===== src/rtl/dram_pkg.sv =====
// Shared definitions for the DRAM controller slice.
//   - Default data width, depth and address width of the external RAM.
//   - Read-burst FSM state encoding.
package dram_pkg;

    localparam int DRAM_WIDTH      = 32;
    localparam int DRAM_DEPTH      = 4096;
    localparam int DRAM_ADDR_WIDTH = 12;

    typedef enum logic [1:0] {
        RD_IDLE   = 2'd0,
        RD_STREAM = 2'd1,
        RD_DONE   = 2'd2
    } rd_state_e;

endpackage


===== src/rtl/dram_ctrl_if.sv =====
// Bus bundle for dram_ctrl.
//   wr0_*/wr1_*           : two write requesters (valid/ready/addr/data)
//   rd_start/base/len     : read-burst command; rd_busy/rd_done status
//   out_valid/ready/data/last : read data stream
//   ram_*                 : external RAM port (sync write, async read)
// Modports: slave = controller side, master = requester/RAM environment side.
interface dram_ctrl_if import dram_pkg::*; #(
    parameter int RAM_WIDTH      = DRAM_WIDTH,
    parameter int RAM_ADDR_WIDTH = DRAM_ADDR_WIDTH
) ();

    logic                      wr0_valid, wr1_valid;
    logic                      wr0_ready, wr1_ready;
    logic [RAM_ADDR_WIDTH-1:0] wr0_addr,  wr1_addr;
    logic [RAM_WIDTH-1:0]      wr0_data,  wr1_data;

    logic                      rd_start;
    logic [RAM_ADDR_WIDTH-1:0] rd_base;
    logic [RAM_ADDR_WIDTH:0]   rd_len;
    logic                      rd_busy, rd_done;

    logic                      out_valid, out_ready, out_last;
    logic [RAM_WIDTH-1:0]      out_data;

    logic                      ram_wen;
    logic [RAM_ADDR_WIDTH-1:0] ram_waddr, ram_raddr;
    logic [RAM_WIDTH-1:0]      ram_din, ram_dout;

    modport slave (
        input  wr0_valid, wr1_valid, wr0_addr, wr1_addr, wr0_data, wr1_data,
        input  rd_start, rd_base, rd_len, out_ready, ram_dout,
        output wr0_ready, wr1_ready, rd_busy, rd_done,
        output out_valid, out_data, out_last,
        output ram_wen, ram_waddr, ram_din, ram_raddr
    );

    modport master (
        output wr0_valid, wr1_valid, wr0_addr, wr1_addr, wr0_data, wr1_data,
        output rd_start, rd_base, rd_len, out_ready, ram_dout,
        input  wr0_ready, wr1_ready, rd_busy, rd_done,
        input  out_valid, out_data, out_last,
        input  ram_wen, ram_waddr, ram_din, ram_raddr
    );

endinterface


===== src/rtl/dram_ctrl_rr_arb2.sv =====
// Two-way round-robin arbiter.
//   clk, rst : clock, async active-high reset
//   req_i    : request bits, [0] = requester 0
//   gnt_o    : one-hot grant (combinational from req_i and pointer)
// The pointer names the requester that wins a tie; after any grant it
// moves to the other requester. Grants are forced off during reset.
module rr_arb2 (
    input  logic       clk,
    input  logic       rst,
    input  logic [1:0] req_i,
    output logic [1:0] gnt_o
);

    logic rr_q, rr_d;

    always_comb begin
        gnt_o = 2'b00;
        if (!rst) begin
            if (req_i[0] && (!req_i[1] || !rr_q)) gnt_o = 2'b01;
            else if (req_i[1])                    gnt_o = 2'b10;
        end
    end

    always_comb begin
        rr_d = rr_q;
        if (gnt_o[0])      rr_d = 1'b1;
        else if (gnt_o[1]) rr_d = 1'b0;
    end

    always_ff @(posedge clk or posedge rst) begin
        if (rst) rr_q <= 1'b0;
        else     rr_q <= rr_d;
    end

endmodule


===== src/rtl/dram_ctrl.sv =====
// DRAM controller: arbitrated dual write port plus a read-burst streamer.
//   clk, rst : clock, async active-high reset
//   bus      : dram_ctrl_if.slave (writers, burst command/status, read
//              stream, external RAM port)
// Reads use the RAM's asynchronous read port: out_data is ram_dout at the
// current burst address, so a stalled beat stays put as long as the word
// at that address is not rewritten.
module dram_ctrl import dram_pkg::*; #(
    parameter int RAM_WIDTH      = DRAM_WIDTH,
    parameter int RAM_DEPTH      = DRAM_DEPTH,
    parameter int RAM_ADDR_WIDTH = DRAM_ADDR_WIDTH
) (
    input  logic      clk,
    input  logic      rst,
    dram_ctrl_if.slave bus
);

    localparam logic [RAM_ADDR_WIDTH-1:0] ADDR_MASK = RAM_ADDR_WIDTH'(RAM_DEPTH - 1);
    localparam logic [RAM_ADDR_WIDTH:0]   REM_ONE   = (RAM_ADDR_WIDTH + 1)'(1);

    // ---------------- write arbitration ----------------
    logic [1:0]                gnt;
    logic [RAM_ADDR_WIDTH-1:0] waddr_mux;
    logic [RAM_WIDTH-1:0]      wdata_mux;

    rr_arb2 u_arb (
        .clk   (clk),
        .rst   (rst),
        .req_i ({bus.wr1_valid, bus.wr0_valid}),
        .gnt_o (gnt)
    );

    always_comb begin
        waddr_mux = '0;
        wdata_mux = '0;
        if (gnt[0]) begin
            waddr_mux = bus.wr0_addr;
            wdata_mux = bus.wr0_data;
        end else if (gnt[1]) begin
            waddr_mux = bus.wr1_addr;
            wdata_mux = bus.wr1_data;
        end
    end

    assign bus.wr0_ready = gnt[0];
    assign bus.wr1_ready = gnt[1];
    assign bus.ram_wen   = |gnt;
    assign bus.ram_waddr = waddr_mux;
    assign bus.ram_din   = wdata_mux;

    // ---------------- read-burst FSM ----------------
    rd_state_e                 state_q, state_d;
    logic [RAM_ADDR_WIDTH-1:0] addr_q,  addr_d;
    logic [RAM_ADDR_WIDTH:0]   rem_q,   rem_d;
    logic                      beat;

    assign beat = (state_q == RD_STREAM) && bus.out_ready;

    always_ff @(posedge clk or posedge rst) begin
        if (rst) begin
            state_q <= RD_IDLE;
            addr_q  <= '0;
            rem_q   <= '0;
        end else begin
            state_q <= state_d;
            addr_q  <= addr_d;
            rem_q   <= rem_d;
        end
    end

    always_comb begin
        state_d = state_q;
        addr_d  = addr_q;
        rem_d   = rem_q;
        case (state_q)
            RD_IDLE: begin
                if (bus.rd_start) begin
                    if (bus.rd_len != '0) begin
                        addr_d  = bus.rd_base;
                        rem_d   = bus.rd_len;
                        state_d = RD_STREAM;
                    end else begin
                        state_d = RD_DONE;
                    end
                end
            end
            RD_STREAM: begin
                if (beat) begin
                    // Mask keeps the wrap at RAM_DEPTH even if narrower than the address field.
                    addr_d = (addr_q + RAM_ADDR_WIDTH'(1)) & ADDR_MASK;
                    rem_d  = rem_q - REM_ONE;
                    if (rem_q == REM_ONE) state_d = RD_DONE;
                end
            end
            RD_DONE: state_d = RD_IDLE;
            default: state_d = RD_IDLE;
        endcase
    end

    always_comb begin
        bus.out_valid = 1'b0;
        bus.out_last  = 1'b0;
        bus.out_data  = '0;
        bus.ram_raddr = '0;
        bus.rd_busy   = 1'b0;
        bus.rd_done   = 1'b0;
        case (state_q)
            RD_STREAM: begin
                bus.out_valid = 1'b1;
                bus.out_last  = (rem_q == REM_ONE);
                bus.out_data  = bus.ram_dout;
                bus.ram_raddr = addr_q;
                bus.rd_busy   = 1'b1;
            end
            RD_DONE: begin
                bus.rd_busy = 1'b1;
                bus.rd_done = 1'b1;
            end
            default: ;
        endcase
    end

endmodule


===== src/flat_wrapper.sv =====
// flat-port wrapper written by rule: the top's interface ports become plain ports
module dram_ctrl_flat import dram_pkg::*;
#(
    parameter int RAM_WIDTH      = DRAM_WIDTH,
    parameter int RAM_DEPTH      = DRAM_DEPTH,
    parameter int RAM_ADDR_WIDTH = DRAM_ADDR_WIDTH
)
  (clk, rst, bus_wr0_valid, bus_wr1_valid, bus_wr0_addr, bus_wr1_addr, bus_wr0_data, bus_wr1_data, bus_rd_start, bus_rd_base, bus_rd_len, bus_out_ready, bus_ram_dout, bus_wr0_ready, bus_wr1_ready, bus_rd_busy, bus_rd_done, bus_out_valid, bus_out_data, bus_out_last, bus_ram_wen, bus_ram_waddr, bus_ram_din, bus_ram_raddr);
  dram_ctrl_if #(.RAM_WIDTH(RAM_WIDTH), .RAM_ADDR_WIDTH(RAM_ADDR_WIDTH)) bus_i ();
  input  logic clk;
  input  logic rst;
  input wire logic [$bits(bus_i.wr0_valid)-1:0] bus_wr0_valid;
  input wire logic [$bits(bus_i.wr1_valid)-1:0] bus_wr1_valid;
  input wire logic [$bits(bus_i.wr0_addr)-1:0] bus_wr0_addr;
  input wire logic [$bits(bus_i.wr1_addr)-1:0] bus_wr1_addr;
  input wire logic [$bits(bus_i.wr0_data)-1:0] bus_wr0_data;
  input wire logic [$bits(bus_i.wr1_data)-1:0] bus_wr1_data;
  input wire logic [$bits(bus_i.rd_start)-1:0] bus_rd_start;
  input wire logic [$bits(bus_i.rd_base)-1:0] bus_rd_base;
  input wire logic [$bits(bus_i.rd_len)-1:0] bus_rd_len;
  input wire logic [$bits(bus_i.out_ready)-1:0] bus_out_ready;
  input wire logic [$bits(bus_i.ram_dout)-1:0] bus_ram_dout;
  output wire logic [$bits(bus_i.wr0_ready)-1:0] bus_wr0_ready;
  output wire logic [$bits(bus_i.wr1_ready)-1:0] bus_wr1_ready;
  output wire logic [$bits(bus_i.rd_busy)-1:0] bus_rd_busy;
  output wire logic [$bits(bus_i.rd_done)-1:0] bus_rd_done;
  output wire logic [$bits(bus_i.out_valid)-1:0] bus_out_valid;
  output wire logic [$bits(bus_i.out_data)-1:0] bus_out_data;
  output wire logic [$bits(bus_i.out_last)-1:0] bus_out_last;
  output wire logic [$bits(bus_i.ram_wen)-1:0] bus_ram_wen;
  output wire logic [$bits(bus_i.ram_waddr)-1:0] bus_ram_waddr;
  output wire logic [$bits(bus_i.ram_din)-1:0] bus_ram_din;
  output wire logic [$bits(bus_i.ram_raddr)-1:0] bus_ram_raddr;
  assign bus_i.wr0_valid = bus_wr0_valid;
  assign bus_i.wr1_valid = bus_wr1_valid;
  assign bus_i.wr0_addr = bus_wr0_addr;
  assign bus_i.wr1_addr = bus_wr1_addr;
  assign bus_i.wr0_data = bus_wr0_data;
  assign bus_i.wr1_data = bus_wr1_data;
  assign bus_i.rd_start = bus_rd_start;
  assign bus_i.rd_base = bus_rd_base;
  assign bus_i.rd_len = bus_rd_len;
  assign bus_i.out_ready = bus_out_ready;
  assign bus_i.ram_dout = bus_ram_dout;
  assign bus_wr0_ready = bus_i.wr0_ready;
  assign bus_wr1_ready = bus_i.wr1_ready;
  assign bus_rd_busy = bus_i.rd_busy;
  assign bus_rd_done = bus_i.rd_done;
  assign bus_out_valid = bus_i.out_valid;
  assign bus_out_data = bus_i.out_data;
  assign bus_out_last = bus_i.out_last;
  assign bus_ram_wen = bus_i.ram_wen;
  assign bus_ram_waddr = bus_i.ram_waddr;
  assign bus_ram_din = bus_i.ram_din;
  assign bus_ram_raddr = bus_i.ram_raddr;
  dram_ctrl #(.RAM_WIDTH(RAM_WIDTH), .RAM_DEPTH(RAM_DEPTH), .RAM_ADDR_WIDTH(RAM_ADDR_WIDTH)) u_core (.clk(clk), .rst(rst), .bus(bus_i));
endmodule

===== config.mk =====
export PLATFORM = sky130hd
export DESIGN_NAME = dram_ctrl_flat
export DESIGN_NICKNAME = d
export VERILOG_FILES = /design/src/rtl/dram_pkg.sv /design/src/rtl/dram_ctrl_if.sv /design/src/rtl/dram_ctrl_rr_arb2.sv /design/src/rtl/dram_ctrl.sv /design/src/flat_wrapper.sv
export SDC_FILE = /design/constraint.sdc
export NUM_CORES = 1
export LEC_CHECK = 0
export ABC_CLOCK_PERIOD_IN_PS = 2200
export BUFFER_PORTS_ARGS = -buffer_cell sky130_fd_sc_hd__buf_2
export CORE_ASPECT_RATIO = 0.5
export CORE_UTILIZATION = 35
export CTS_CLUSTER_SIZE = 10
export DETAILED_ROUTE_END_ITERATION = 7
export PLACE_DENSITY = 0.79
export SYNTH_ARGS = -nofsm -noshare
export SYNTH_HDL_FRONTEND = slang
export SYNTH_SLANG_ARGS = --single-unit

===== constraint.sdc =====
create_clock -name clk -period 2.2 [get_ports clk]
set_input_delay 0.33 -clock clk [delete_from_list [all_inputs] [get_ports clk]]
set_output_delay 0.33 -clock clk [all_outputs]
set_load 0.03 [all_outputs]

## Word level (Yosys, flattened, before mapping)

Index checks and enable logic that the tools add are counted.

| operators by class | value |
|---|---|
| reduce and logical (&&, ||, !) cells | 13 |
| multiplexer cells | 28 |
| add/sub/neg operators | 2 |
| equality and inequality tests | 7 |

Operator list:

| kind | count |
|---|---|
| $mux 32 | 3 |
| $mux 12 | 6 |
| $mux 13 | 3 |
| $pmux 13 s2 | 1 |
| $pmux 12 s2 | 1 |
| $mux 2 | 7 |
| $eq 13x1->1 const B | 1 |
| $reduce_bool 13->1 | 1 |
| $sub 13x1->13 const B | 1 |
| $add 12x1->12 const B | 1 |
| $mux 1 | 6 |
| $ne 2x1->1 const B | 2 |
| $ne 2x2->1 const B | 2 |
| $pmux 2 s2 | 1 |
| $reduce_and 4->1 | 1 |
| $reduce_bool 2->1 | 2 |
| $reduce_or 2->1 | 2 |
| $reduce_and 3->1 | 1 |
| $eq 2x1->1 const B | 1 |
| $eq 2x2->1 const B | 1 |
| $logic_and 1x1->1 | 2 |
| $logic_not 1->1 | 2 |
| $logic_not 2->1 | 1 |
| $logic_or 1x1->1 | 1 |

| storage, ports and cells | value |
|---|---|
| input bits | 151 |
| word-level logic and storage cells | 54 |
| register bits after elaboration | 28 |

## Depth between registers and ports, before layout

Gate-level depths: netlist of the first run.

| logic depth | value |
|---|---|
| depth after elaboration | 7 |
| mapped depth | 9 |
| mapped depth without buffers | 6 |

## Cells and area by module

From an unflattened synthesis of the first run, not the netlist that was laid out.

| second synthesis, totals | value |
|---|---|
| cell total of the unflattened synthesis | 328 |
| area, all modules | 2578.7 um^2 |

By module, submodules not included:

| module | cells an instance | area each (um^2) | times used |
|---|---|---|---|
| dram_ctrl | 319 | 2499.9 | 1 |
| rr_arb2 | 9 | 78.8 | 1 |

## Least setup slack after synthesis of the first run

Ideal clock, no wire load.

| timing path | value |
|---|---|
| path type | reg-to-output |
| start | register u_core.state_q[1] |
| end | output bus_out_last |
| stages on the path, launching flop included | 8 |
| required time | 1870 ps |
| data arrival time | 2364 ps |
| setup slack | -494 ps |
| cells stage by stage | dfrtp_1 > inv_1 > ha_1 > clkbuf_1 > clkbuf_1 > clkbuf_1 > nand2_1 > nor3_1 |

| on the way | value |
|---|---|
| word-level cells in the longest chain between the ends | 2 |

RTL lines:

| element | line | text |
|---|---|---|
| from (decl) | dram_ctrl.sv:52 | `rd_state_e state_q, state_d;` |
| from (signal assigned) | dram_ctrl.sv:65 | `state_q <= state_d;` |
| $eq 2x1->1 | dram_ctrl.sv:107 | `case (state_q)` |
| $mux 1 | dram_ctrl.sv:107 |  |
| to (decl) | flat_wrapper.sv:29 | `output wire logic [$bits(bus_i.out_last)-1:0] bus_out_last;` |

No other way between the ends.

## Final worst setup path of the first run

| timing path | value |
|---|---|
| start | register u_core.rem_q[1] |
| end | output bus_out_last |

| on the way | value |
|---|---|
| word-level cells in the longest chain between the ends | 2 |

RTL lines:

| element | line | text |
|---|---|---|
| from (decl) | dram_ctrl.sv:54 | `logic [RAM_ADDR_WIDTH:0] rem_q, rem_d;` |
| from (signal assigned) | dram_ctrl.sv:67 | `rem_q <= rem_d;` |
| $eq 13x1->1 | dram_ctrl.sv:110 | `bus.out_last = (rem_q == REM_ONE);` |
| $mux 1 | dram_ctrl.sv:107 |  |

No other way between the ends.

==> results of run 1 <==
==> report_power, final <==
| part | leakage [µW] | switching (µW) | internal [µW] |
|---|---|---|---|
| sequential | 0.000315 | 288 | 770 |
| clock | 0.0000370 | 176 | 242 |
| combinational | 0.00196 | 2350 | 1410 |
| total | 0.00231 | 2820 | 2420 |
==> stage by stage <==
step	TNS [ns]	setup WS, ns	cells	cell area, µm²	total power (µW)
6_report	0	0.0690	682	4330	5240
3_5_place_dp	-0.00602	-0.00602	670	4150	4560
2_1_floorplan	-0.0233	-0.0233	335	2740	3430
3_3_place_gp	0	0.0372	670	4150	4500
5_1_grt	0	0.00491	679	4320	5560
4_1_cts	0	0.0189	675	4250	5030
==> cells by family after synthesis <==
family          share of synthesized area (%)
simple gates                             27.5
compound gates                           35.9
mux                                     0.736
fa+ha+maj                                2.76
buf+inv                                  7.27
flops                                    25.8
==> placed cells by master (no fill, tap or decap), types with 3 or more instances in the layout <==
cell type / synthesis / layout
and2_1: 41 / 41
a21oi_1: 12 / 12
o41ai_1: 10 / 9
o31ai_1: 3 / 3
diode_2: 0 / 3
nand3_1: 10 / 10
dfrtp_1: 28 / 28
a31oi_1: 12 / 12
nand4_1: 5 / 5
o32ai_1: 3 / 3
nor3_1: 17 / 16
a22o_1: 44 / 44
a221oi_1: 4 / 4
clkbuf_16: 0 / 3
or4_4: 3 / 4
nand2_1: 15 / 15
nand2b_1: 7 / 7
ha_1: 6 / 4
buf_4: 1 / 27
nor2_1: 10 / 9
or4_1: 4 / 3
inv_1: 15 / 12
nor4_1: 4 / 4
buf_2: 2 / 244
a211oi_1: 5 / 4
o21ai_0: 11 / 11
buf_6: 3 / 3
==> timing repair <==
item	CTS	global route
hold buffers	0	0
gates resized for setup	6	8
hold endpoints to repair	0	0
cloned	0	0
pin swaps	0	1
setup buffers	2	4
setup endpoints to repair	2	24
==> state kept, by name, indices dropped and copies added, names as in the netlist <==
name and cells:
u_core.u_arb.rr_q 1, u_core.state_q 2, u_core.addr_q 12, u_core.rem_q 13
==> final cells by class <==
| class | count | area, µm² |
|---|---|---|
| Clock buffer | 3 | 75.1 |
| Sequential cell | 28 | 701 |
| Timing Repair Buffer | 275 | 1480 |
| Fill cell | 703 | 3110 |
| Antenna cell | 3 | 7.51 |
| Tap cell | 96 | 120 |
| Inverter | 15 | 63.8 |
| Multi-Input combinational cell | 262 | 1880 |
==> metal layers <==
layer,track usage (%),up-vias
met4,6.78,2
met5,0,-
met1,39.8,1805
li1,-,1804
met2,40.3,228
met3,9.21,21
==> path summary, 6_finish.rpt <==
path                                        start           endpoint  slack (ns)  depth (start not counted)
min in group clk                    bus_rd_len[0]    u_core.rem_q[0]        0.35                          2
worst min-delay path                          rst  u_core.u_arb.rr_q        0.21                          3
worst max-delay path              u_core.rem_q[1]       bus_out_last        0.07                          6
worst min register to register  u_core.addr_q[11]  u_core.addr_q[11]        0.50                          1
worst max register to register    u_core.rem_q[0]    u_core.rem_q[4]        0.08                          6
max in group asynchronous                     rst    u_core.rem_q[3]        1.71                          3
==> critical path, delay by kind of cell, from the launching register on <==
kind	cells	cell delay [ns]
simple gates	2	0.63
buf+inv	3	0.40
flops	1	0.39
fa+ha+maj	1	0.13
==> run metrics, run 1 <==
core area=7430 µm²; Final Setup Violations=0; first-pass GRT wire length=roughly 18 mm; Syn Inst Count=335; top cell type's share of synthesized area=25.8%; Via Count=a little under 4000; Max Cap Viol=0; Top FF cell, synth=dfrtp_1; Max Slew Vio Count=0; Clk pin slew, worst setup/hold paths=0.07 ns; drt via density=5.66; initial antenna violation count=4; worst slew pin tran=0.571 ns; Max-slew headroom=61.4%; worst-path cell chain=inv_2 -> ha_1 -> or4b_4 -> buf_4 -> nor3_4 -> buf_6; leakage power=roughly 0.0023 µW; metal2 WL=5.57 mm; Distinct cells, synth=between 50 and 60; Syn-to-layout area delta=59.1%; # clock sinks=28; DR top layer=met5; total gr overflow=0; Final Hold Fails=0; Final Routed Wirelength=~12 mm; max incr delay on CP=0.46 ns; Fin Clk Skew=0.00257 ns; hpwl dp=9.57 mm; Net Count, Synth=492; status=finished clean; fin nets=742; DRC Markers=0; crit end category=primary output; DRT antenna net count=0; count leader, synth=a22o_1; Critical Path Slowest Stage Cell=or4b_4; Final period util=96.9%; Avg Inst Size Synth=about 8.1 µm²; Max VDD drop=490 µV; Post-synth ARST share=100%; most area-hungry cell type in the Yosys netlist=dfrtp_1; Synth top cells by count=a22o_1, and2_1, dfrtp_1; Post-synth EDFFs=0; Critical Path Source Type=flop; WHS=0.211 ns; met3 WL=1.56 mm; vias in the first global route=between 3000 and 4000; Arrival @ worst endpoint=1.80 ns; Synth area leaders=dfrtp_1, a22o_1, and2_1; worst path required time=1.87 ns; Worst-Skew Late Latency=around 0.26 ns; largest net degree at the start of global routing=46; RD Place Congestion=0.973; IO Pins=246; Initial Util=around 37%; GRT Util Overall=28.0%; path type of the worst setup path=flop to primary output; CP Max Fanout=3; Cell Rows=22; wire length per cell=18.1 µm; register area share after synthesis=25.8%; die width=between 100 and 150 µm; Iter 0 DRT Violations=494; Hold WC Path Type=primary input to asynchronous set/reset pin; Mapped Area=2720 µm²; met1 wire length=roughly 5 mm; min Tclk post-route=around 2.1 ns; die area=8150 µm²; Max clock buf depth=2; Die Ht=between 60 and 70 µm; DR pass1 iterations=6; Ys Warns=0; Pwr Density=1210 nW/µm²; Yosys reg bits=28; CTS tree=done; # port buffers=245; RSZ-0062 raised after global routing=no; CTS HTree Levels=1; CTS buffer count=3; fmax=469 MHz; share of cells above drive strength 1=51.6%; root buf cell=clkbuf_16; Core Util, Final=58.2%
Note: power is estimated with default switching activity, not from simulation.
==> run 2: changes to the inputs <==
--- a/config.mk
+++ b/config.mk
@@ -5,13 +5,14 @@
 export SDC_FILE = /design/constraint.sdc
 export NUM_CORES = 1
 export LEC_CHECK = 0
+export ABC_AREA = 1
 export ABC_CLOCK_PERIOD_IN_PS = 2200
 export BUFFER_PORTS_ARGS = -buffer_cell sky130_fd_sc_hd__buf_2
 export CORE_ASPECT_RATIO = 0.5
 export CORE_UTILIZATION = 35
 export CTS_CLUSTER_SIZE = 10
 export DETAILED_ROUTE_END_ITERATION = 7
-export PLACE_DENSITY = 0.79
+export PLACE_DENSITY = 0.78
 export SYNTH_ARGS = -nofsm -noshare
 export SYNTH_HDL_FRONTEND = slang
 export SYNTH_SLANG_ARGS = --single-unit
==> run 2 against run 1 <==
Effect of this change: power decreased by 9.8%; clock-buffer cell count unchanged; clock power increased by 31%; synthesized cell count increased by 41%; fmax increased by 5.3%; sequential share of layout area increased by 0.39 points; register-to-register slack improved by 0.34 ns.
==> run metrics, run 2 <==
RD Place Congestion=0.915 (was 0.973); Pwr Density=1120 nW/µm² (was 1210 nW/µm²); total gr overflow=0 (unchanged); Max clock buf depth=2 (unchanged); CP Launch Point=u_core.state_q[1] (was u_core.rem_q[1]); die area=8330 µm² (was 8150 µm²); register area share after synthesis=25.2% (was 25.8%); DR pass1 iterations=4 (was 6); worst slew pin tran=0.370 ns (was 0.571 ns); Max Slew Vio Count=0 (unchanged); Yosys reg bits=28 (unchanged); Post-Layout Inst Area=4220 µm² (was 4330 µm²); Critical Path Slowest Stage Cell=dfrtp_1 (was or4b_4); Critical Path Source Type=flop (unchanged); met1 wire length=4.77 mm (was 5.03 mm); most area-hungry cell type in the Yosys netlist=nand2_1 (was dfrtp_1); Pint=2140 µW (was 2420 µW); Synth area leaders=nand2_1, dfrtp_1, a22o_1 (was dfrtp_1, a22o_1, and2_1); Place WS=0.376 ns (was -0.00602 ns); worst reg2reg path startpoint=u_core.state_q[1] (was u_core.rem_q[0]); DRC Markers=0 (unchanged); Psw=2580 µW (was 2820 µW); Post-synth EDFFs=0 (unchanged); Post-CTS Setup Bufs=0 (was 2); Synth Area in Adders=2.70% (was 2.76%); GRT Util Overall=23.1% (was 28.0%); count leader, synth=nand2_1 (was a22o_1); metal2 WL=4.57 mm (was 5.57 mm); Initial Util=37.0% (was 36.6%); IO Pins=246 (unchanged); share of cells above drive strength 1=37.8% (was 51.6%); Post-Synth Simple-Gate Area=38.7% (was 27.5%); Net Count, Synth=628 (was 492); # port buffers=245 (unchanged); Sw Share=54.6% (was 53.8%); fmax=494 MHz (was 469 MHz); fin nets=864 (was 742); combinational fraction of design power=65.9% (was 71.8%); CTS buffer count=3 (unchanged); Max-slew headroom=75.4% (was 61.4%); worst-path cell chain=inv_1 -> ha_2 -> buf_6 -> nand2_1 -> inv_1 -> buf_2 (was inv_2 -> ha_1 -> or4b_4 -> buf_4 -> nor3_4 -> buf_6); # diodes=0 (was 3); DR top layer=met4 (was met5); Max VDD drop=554 µV (was 490 µV); most used cell, CP=inv_1; final non-filler cell total=814 (was 682); compound-cell area share of the yosys netlist=19.3% (was 35.9%); Clk pin slew, worst setup/hold paths=0.07 ns (about the same); top cell type's share of synthesized area=26.6% (was 25.8%); DRT antenna net count=0 (unchanged); largest registers=u_core.rem_q x13, u_core.addr_q x12, u_core.state_q x2 (unchanged); Worst-Skew Late Latency=0.27 ns (was 0.26 ns); Mapped Area=2780 µm² (was 2720 µm²); Max Cap Viol=0 (unchanged); Cell Rows=22 (unchanged); final setup TNS=0 ns (unchanged); Syn Inst Count=471 (was 335); mux contribution to synthesized area=0% (was 0.736%); status=finished clean (unchanged); Final Routed Wirelength=10.0 mm (was 12.4 mm); drt via density=4.64 (was 5.66); Synth top cells by count=nand2_1, inv_1, a22o_1 (was a22o_1, and2_1, dfrtp_1); hpwl dp=8.04 mm (was 9.57 mm); Avg Inst Size Synth=5.91 µm² (was 8.12 µm²); wire length per cell=12.3 µm (was 18.1 µm); die width=128 µm (was 127 µm); Die Ht=65.0 µm (was 64.3 µm); max reg flops=13 (unchanged); final worst slack=0.176 ns (was 0.0690 ns); Core Util, Final=56.2% (was 58.2%); # clock sinks=28 (unchanged); RSZ-0062 raised after global routing=no (unchanged); Syn-to-layout area delta=51.9% (was 59.1%); first-pass GRT wire length=15.2 mm (was 17.7 mm); Reg with most FFs=u_core.rem_q (unchanged); Final Setup Violations=0 (unchanged); Arrival @ worst endpoint=1.69 ns (was 1.80 ns); clock network fraction of design power=11.6% (was 8.0%); CTS HTree Levels=1 (unchanged); post-cts resize count=0 (was 6); Via Count=3778 (was 3860); part of the power in registers=22.5% (was 20.2%); Ys Warns=0 (unchanged); cts hold-fix bufs=0 (unchanged); core area=7510 µm² (was 7430 µm²); Top FF cell, synth=dfrtp_1 (unchanged); largest family of logic cells by synthesized area=simple AND/OR/NAND/NOR gates (was compound AO/OA/AOI/OAI gates); most frequent cells in the layout=buf_2, nand2_1, inv_1, a22o_1, nor2_1 (was buf_2, a22o_1, and2_1, dfrtp_1, buf_4); max incr delay on CP=0.41 ns (was 0.46 ns); Post-synth ARST share=100% (unchanged); Distinct cells, synth=22 (was 52); met3 WL=570 µm (was 1.56 mm); root buf cell=clkbuf_16 (unchanged); most common cell after layout, fill and taps aside=buf_2 (unchanged); Hold WC Path Type=primary input to asynchronous set/reset pin (unchanged); min Tclk post-route=2.02 ns (was 2.13 ns); largest net degree at the start of global routing=48 (was 46); Iter 0 DRT Violations=165 (was 494); post-synthesis xor/xnor area fraction=0% (unchanged); placed insts=810 (was 670); Fin Clk Skew=0.00239 ns (was 0.00257 ns); CP Max Fanout=47 (was 3); CTS tree=done (unchanged); leakage power=0.00289 µW (was 0.00231 µW); vias in the first global route=3237 (was 3309); Final Hold Fails=0 (unchanged); Final period util=92.0% (was 96.9%); initial antenna violation count=0 (was 4); Placed Instance Area=4120 µm² (was 4150 µm²); path type of the worst setup path=flop to primary output (unchanged); worst path required time=1.87 ns (about the same); crit end category=primary output (unchanged)
[run 2: cell types whose count changed after synthesis, sizes merged, moves of 14 or more]
cell	previous run	this run
and2	41	0
buf	8	22
clkbuf	22	1
inv	15	71
nand2	16	197
nand3	10	25
nor2	11	40
nor3	17	0
[run 2: layout make-up]
cell class	instances	area, µm²
Clock buffer	3	75.1
Clock inverter	1	30.0
Fill cell	780	3290
Inverter	71	270
Multi-Input combinational cell	349	1690
Sequential cell	28	701
Tap cell	108	135
Timing Repair Buffer	254	1320
[run 2: cells by family after synthesis]
| group | count (synthesis) |
|---|---|
| flops | 28 |
| compound gates | 73 |
| buf+inv | 94 |
| simple gates | 270 |
| fa+ha+maj | 6 |
[run 2: final timing paths]
check / cells past startpoint / slack (ns) / endpoint
max: 6 / 0.18 / bus_out_data[1]
min: 3 / 0.19 / u_core.u_arb.rr_q
max reg2reg: 9 / 0.42 / u_core.addr_q[3]
min reg2reg: 2 / 0.49 / u_core.u_arb.rr_q
max in group asynchronous: 3 / 1.74 / u_core.addr_q[9]
min in group clk: 5 / 0.35 / u_core.addr_q[1]
[run 2: power by group through the flow]
stage               Sequential, µW  Clock, µW  Combinational, µW
floorplan                      983          0               2390
global placement              1050          0               3030
detailed placement            1060          0               3100
CTS                           1060        555               3120
global route                  1100        577               3470
finish                        1060        548               3110
[run 2: worst max-delay path: cells and delay by family, from the launching register on]
family / cells / cell delay (ns)
flip-flops: 1 / 0.41
adder cells (fa/ha/maj): 1 / 0.24
buffers and inverters: 4 / 0.66
AND/OR/NAND/NOR: 1 / 0.10
[run 2: metal layers]
layer | up-vias | track usage, %
met2 | 139 | 40.1
met5 | - | 0
met3 | 11 | 2.39
met1 | 1676 | 31.2
met4 | 0 | 4.41
li1 | 1952 | -
[run 2: stage by stage]
stage,power [µW],hold slack [ns]
after floorplan,3370,0.238
after global placement,4080,0.458
after detailed placement,4160,0.466
after CTS,4730,0.200
after global routing,5150,0.220
final,4720,0.187
==> run 3: changes to the inputs <==
--- a/config.mk
+++ b/config.mk
@@ -8,11 +8,11 @@
 export ABC_AREA = 1
 export ABC_CLOCK_PERIOD_IN_PS = 2200
 export BUFFER_PORTS_ARGS = -buffer_cell sky130_fd_sc_hd__buf_2
-export CORE_ASPECT_RATIO = 0.5
-export CORE_UTILIZATION = 35
+export CORE_AREA = 2 2 95 97
 export CTS_CLUSTER_SIZE = 10
 export DETAILED_ROUTE_END_ITERATION = 7
-export PLACE_DENSITY = 0.78
+export DIE_AREA = 0 0 97 99
+export PLACE_DENSITY = 0.74
 export SYNTH_ARGS = -nofsm -noshare
 export SYNTH_HDL_FRONTEND = slang
 export SYNTH_SLANG_ARGS = --single-unit
==> run 3 against run 2 <==
Effect of this change: power fell by 2.0%; clock power is 22% lower; non-clock buffer count is 1 lower; critical path type unchanged; highest routed layer is now met5.
==> run metrics, run 3 (same netlist as run 2, synthesis figures left out) <==
Final Routed Wirelength=12.7 mm (was 10.0 mm); Via Count=3961 (was 3778); min Tclk post-route=2.10 ns (was 2.02 ns); Critical Path Source Type=flop (unchanged); IO Pins=246 (unchanged); area of the multi-input gates=1700 µm² (was 1690 µm²); GRT Util Overall=25.1% (was 23.1%); path type of the worst setup path=flop to primary output (unchanged); Fin Clk Skew=0.00508 ns (was 0.00239 ns); status=finished clean (unchanged); Max VDD drop=596 µV (was 554 µV); total gr overflow=0 (unchanged); # port buffers=245 (unchanged); Die Ht=99 µm (was 65.0 µm); Reg with most FFs=u_core.rem_q (unchanged); Worst R2R Setup Slack=0.27 ns (was 0.42 ns); root buf cell=clkbuf_8 (was clkbuf_16); Core Util, Final=49.4% (was 56.2%); vias in the first global route=3548 (was 3237); first-pass GRT wire length=18.9 mm (was 15.2 mm); Max Cap Viol=0 (unchanged); Placed Instance Area=4110 µm² (was 4120 µm²); clock network fraction of design power=9.2% (was 11.6%); largest net degree at the start of global routing=51 (was 48); CTS tree=done (unchanged); Pint=2010 µW (was 2140 µW); Cell Rows=34 (was 22); worst path required time=1.87 ns (about the same); core area=8550 µm² (was 7510 µm²); worst slew pin tran=0.463 ns (was 0.370 ns); most frequent cells in the layout=buf_2, nand2_1, inv_1, a22o_1, nor2_1 (unchanged); CTS HTree Levels=1 (unchanged); Max-slew headroom=69.0% (was 75.4%); fmax=475 MHz (was 494 MHz); combinational fraction of design power=67.9% (was 65.9%); Fillers=881 (was 780); hpwl dp=10.6 mm (was 8.04 mm); Sw Share=56.7% (was 54.6%); drt via density=4.81 (was 4.64); Place WS=0.166 ns (was 0.376 ns); DR pass1 iterations=5 (was 4); Arrival @ worst endpoint=1.77 ns (was 1.69 ns); RSZ-0062 raised after global routing=no (unchanged); leakage power=0.00287 µW (was 0.00289 µW); crit end category=primary output (unchanged); die area=9600 µm² (was 8330 µm²); die width=97 µm (was 128 µm); fin nets=863 (was 864); Final Setup Violations=0 (unchanged); RD Place Congestion=0.980 (was 0.915); Final period util=95.6% (was 92.0%); CP Max Fanout=29 (was 47); initial antenna violation count=12 (was 0); Max Slew Vio Count=0 (unchanged); Psw=2620 µW (was 2580 µW); DRC Markers=0 (unchanged); largest registers=u_core.rem_q x13, u_core.addr_q x12, u_core.state_q x2 (unchanged); max reg flops=13 (unchanged); Post-Layout Inst Area=4220 µm² (about the same); Initial Util=32.5% (was 37.0%); # clock sinks=28 (unchanged); Final Hold Fails=0 (unchanged); Iter 0 DRT Violations=275 (was 165); Hold WC Path Type=primary input to asynchronous set/reset pin (unchanged); DRT antenna net count=0 (unchanged); Syn-to-layout area delta=51.8% (was 51.9%); Clk pin slew, worst setup/hold paths=0.10 ns (was 0.07 ns); Max clock buf depth=2 (unchanged); Pwr Density=1100 nW/µm² (was 1120 nW/µm²); share of cells above drive strength 1=37.9% (was 37.8%); wire length per cell=15.4 µm (was 12.3 µm); final worst slack=0.0965 ns (was 0.176 ns); most common cell after layout, fill and taps aside=buf_2 (unchanged); final setup TNS=0 ns (unchanged); PnR Total Power=4630 µW (was 4720 µW); FF+latch area=701 µm² (unchanged); part of the power in registers=22.9% (was 22.5%); Worst-Skew Late Latency=0.29 ns (was 0.27 ns); CTS buffer count=3 (unchanged)
## run 3: cell count changes in the layout (fill, tap and decap cells not counted), sizes merged
cell / before / now
buf: 254 / 253
diode: 0 / 11
## run 3: critical path: stages (launching register included)
cell	delay [ns]
dfrtp_1	0.36
nand2_1	0.05
nand2_1	0.08
nand3_1	0.13
inv_2	0.21
buf_12	0.21
a22o_1	0.22
buf_2	0.23
## run 3: cell type report
cell class / count / area share, %
sequential: 28 / 16.6
tap: 108 / 3.20
inverter: 71 / 6.40
antenna: 11 / 0.652
timing repair buffer: 253 / 31.1
clock inverter: 1 / 0.711
multi-input combinational: 349 / 40.3
clock buffer: 3 / 0.978
## run 3: stage by stage
stage          hold WS (ns)  instances
3_5_place_dp          0.467        809
3_3_place_gp          0.464        809
4_1_cts               0.161        813
2_1_floorplan         0.238        471
6_report              0.146        824
5_1_grt               0.181        815
## run 3: what timing repair did
item,CTS,global route
gates resized for setup,0,3
endpoints found under the setup margin,0,36
setup buffers,0,0
hold buffers,0,0
## run 3: metal layers
| layer | share of wire (%) | track usage (%) |
|---|---|---|
| met5 | 0.39 | 0 |
| met4 | 0.53 | 2.82 |
| met3 | 15 | 13.3 |
| met2 | 42 | 39.6 |
| met1 | 42 | 31.7 |
## run 3: worst paths after layout
| kind | start | depth (start not counted) | to |
|---|---|---|---|
| min | rst | 3 | u_core.u_arb.rr_q |
| max | u_core.u_arb.rr_q | 7 | bus_ram_waddr[7] |
| min reg2reg | u_core.u_arb.rr_q | 2 | u_core.u_arb.rr_q |
| max reg2reg | u_core.state_q[0] | 10 | u_core.rem_q[9] |
| max in group asynchronous | rst | 3 | u_core.addr_q[1] |
| min in group clk | bus_rd_base[1] | 5 | u_core.addr_q[1] |
## run 3: power groups by stage
stage | logic [µW] | clock network [µW] | registers [µW]
after CTS | 3130 | 427 | 1050
after floorplan | 2390 | 0 | 983
final | 3140 | 425 | 1060
after global placement | 3040 | 0 | 1050
after detailed placement | 3120 | 0 | 1060
after global routing | 3520 | 451 | 1100
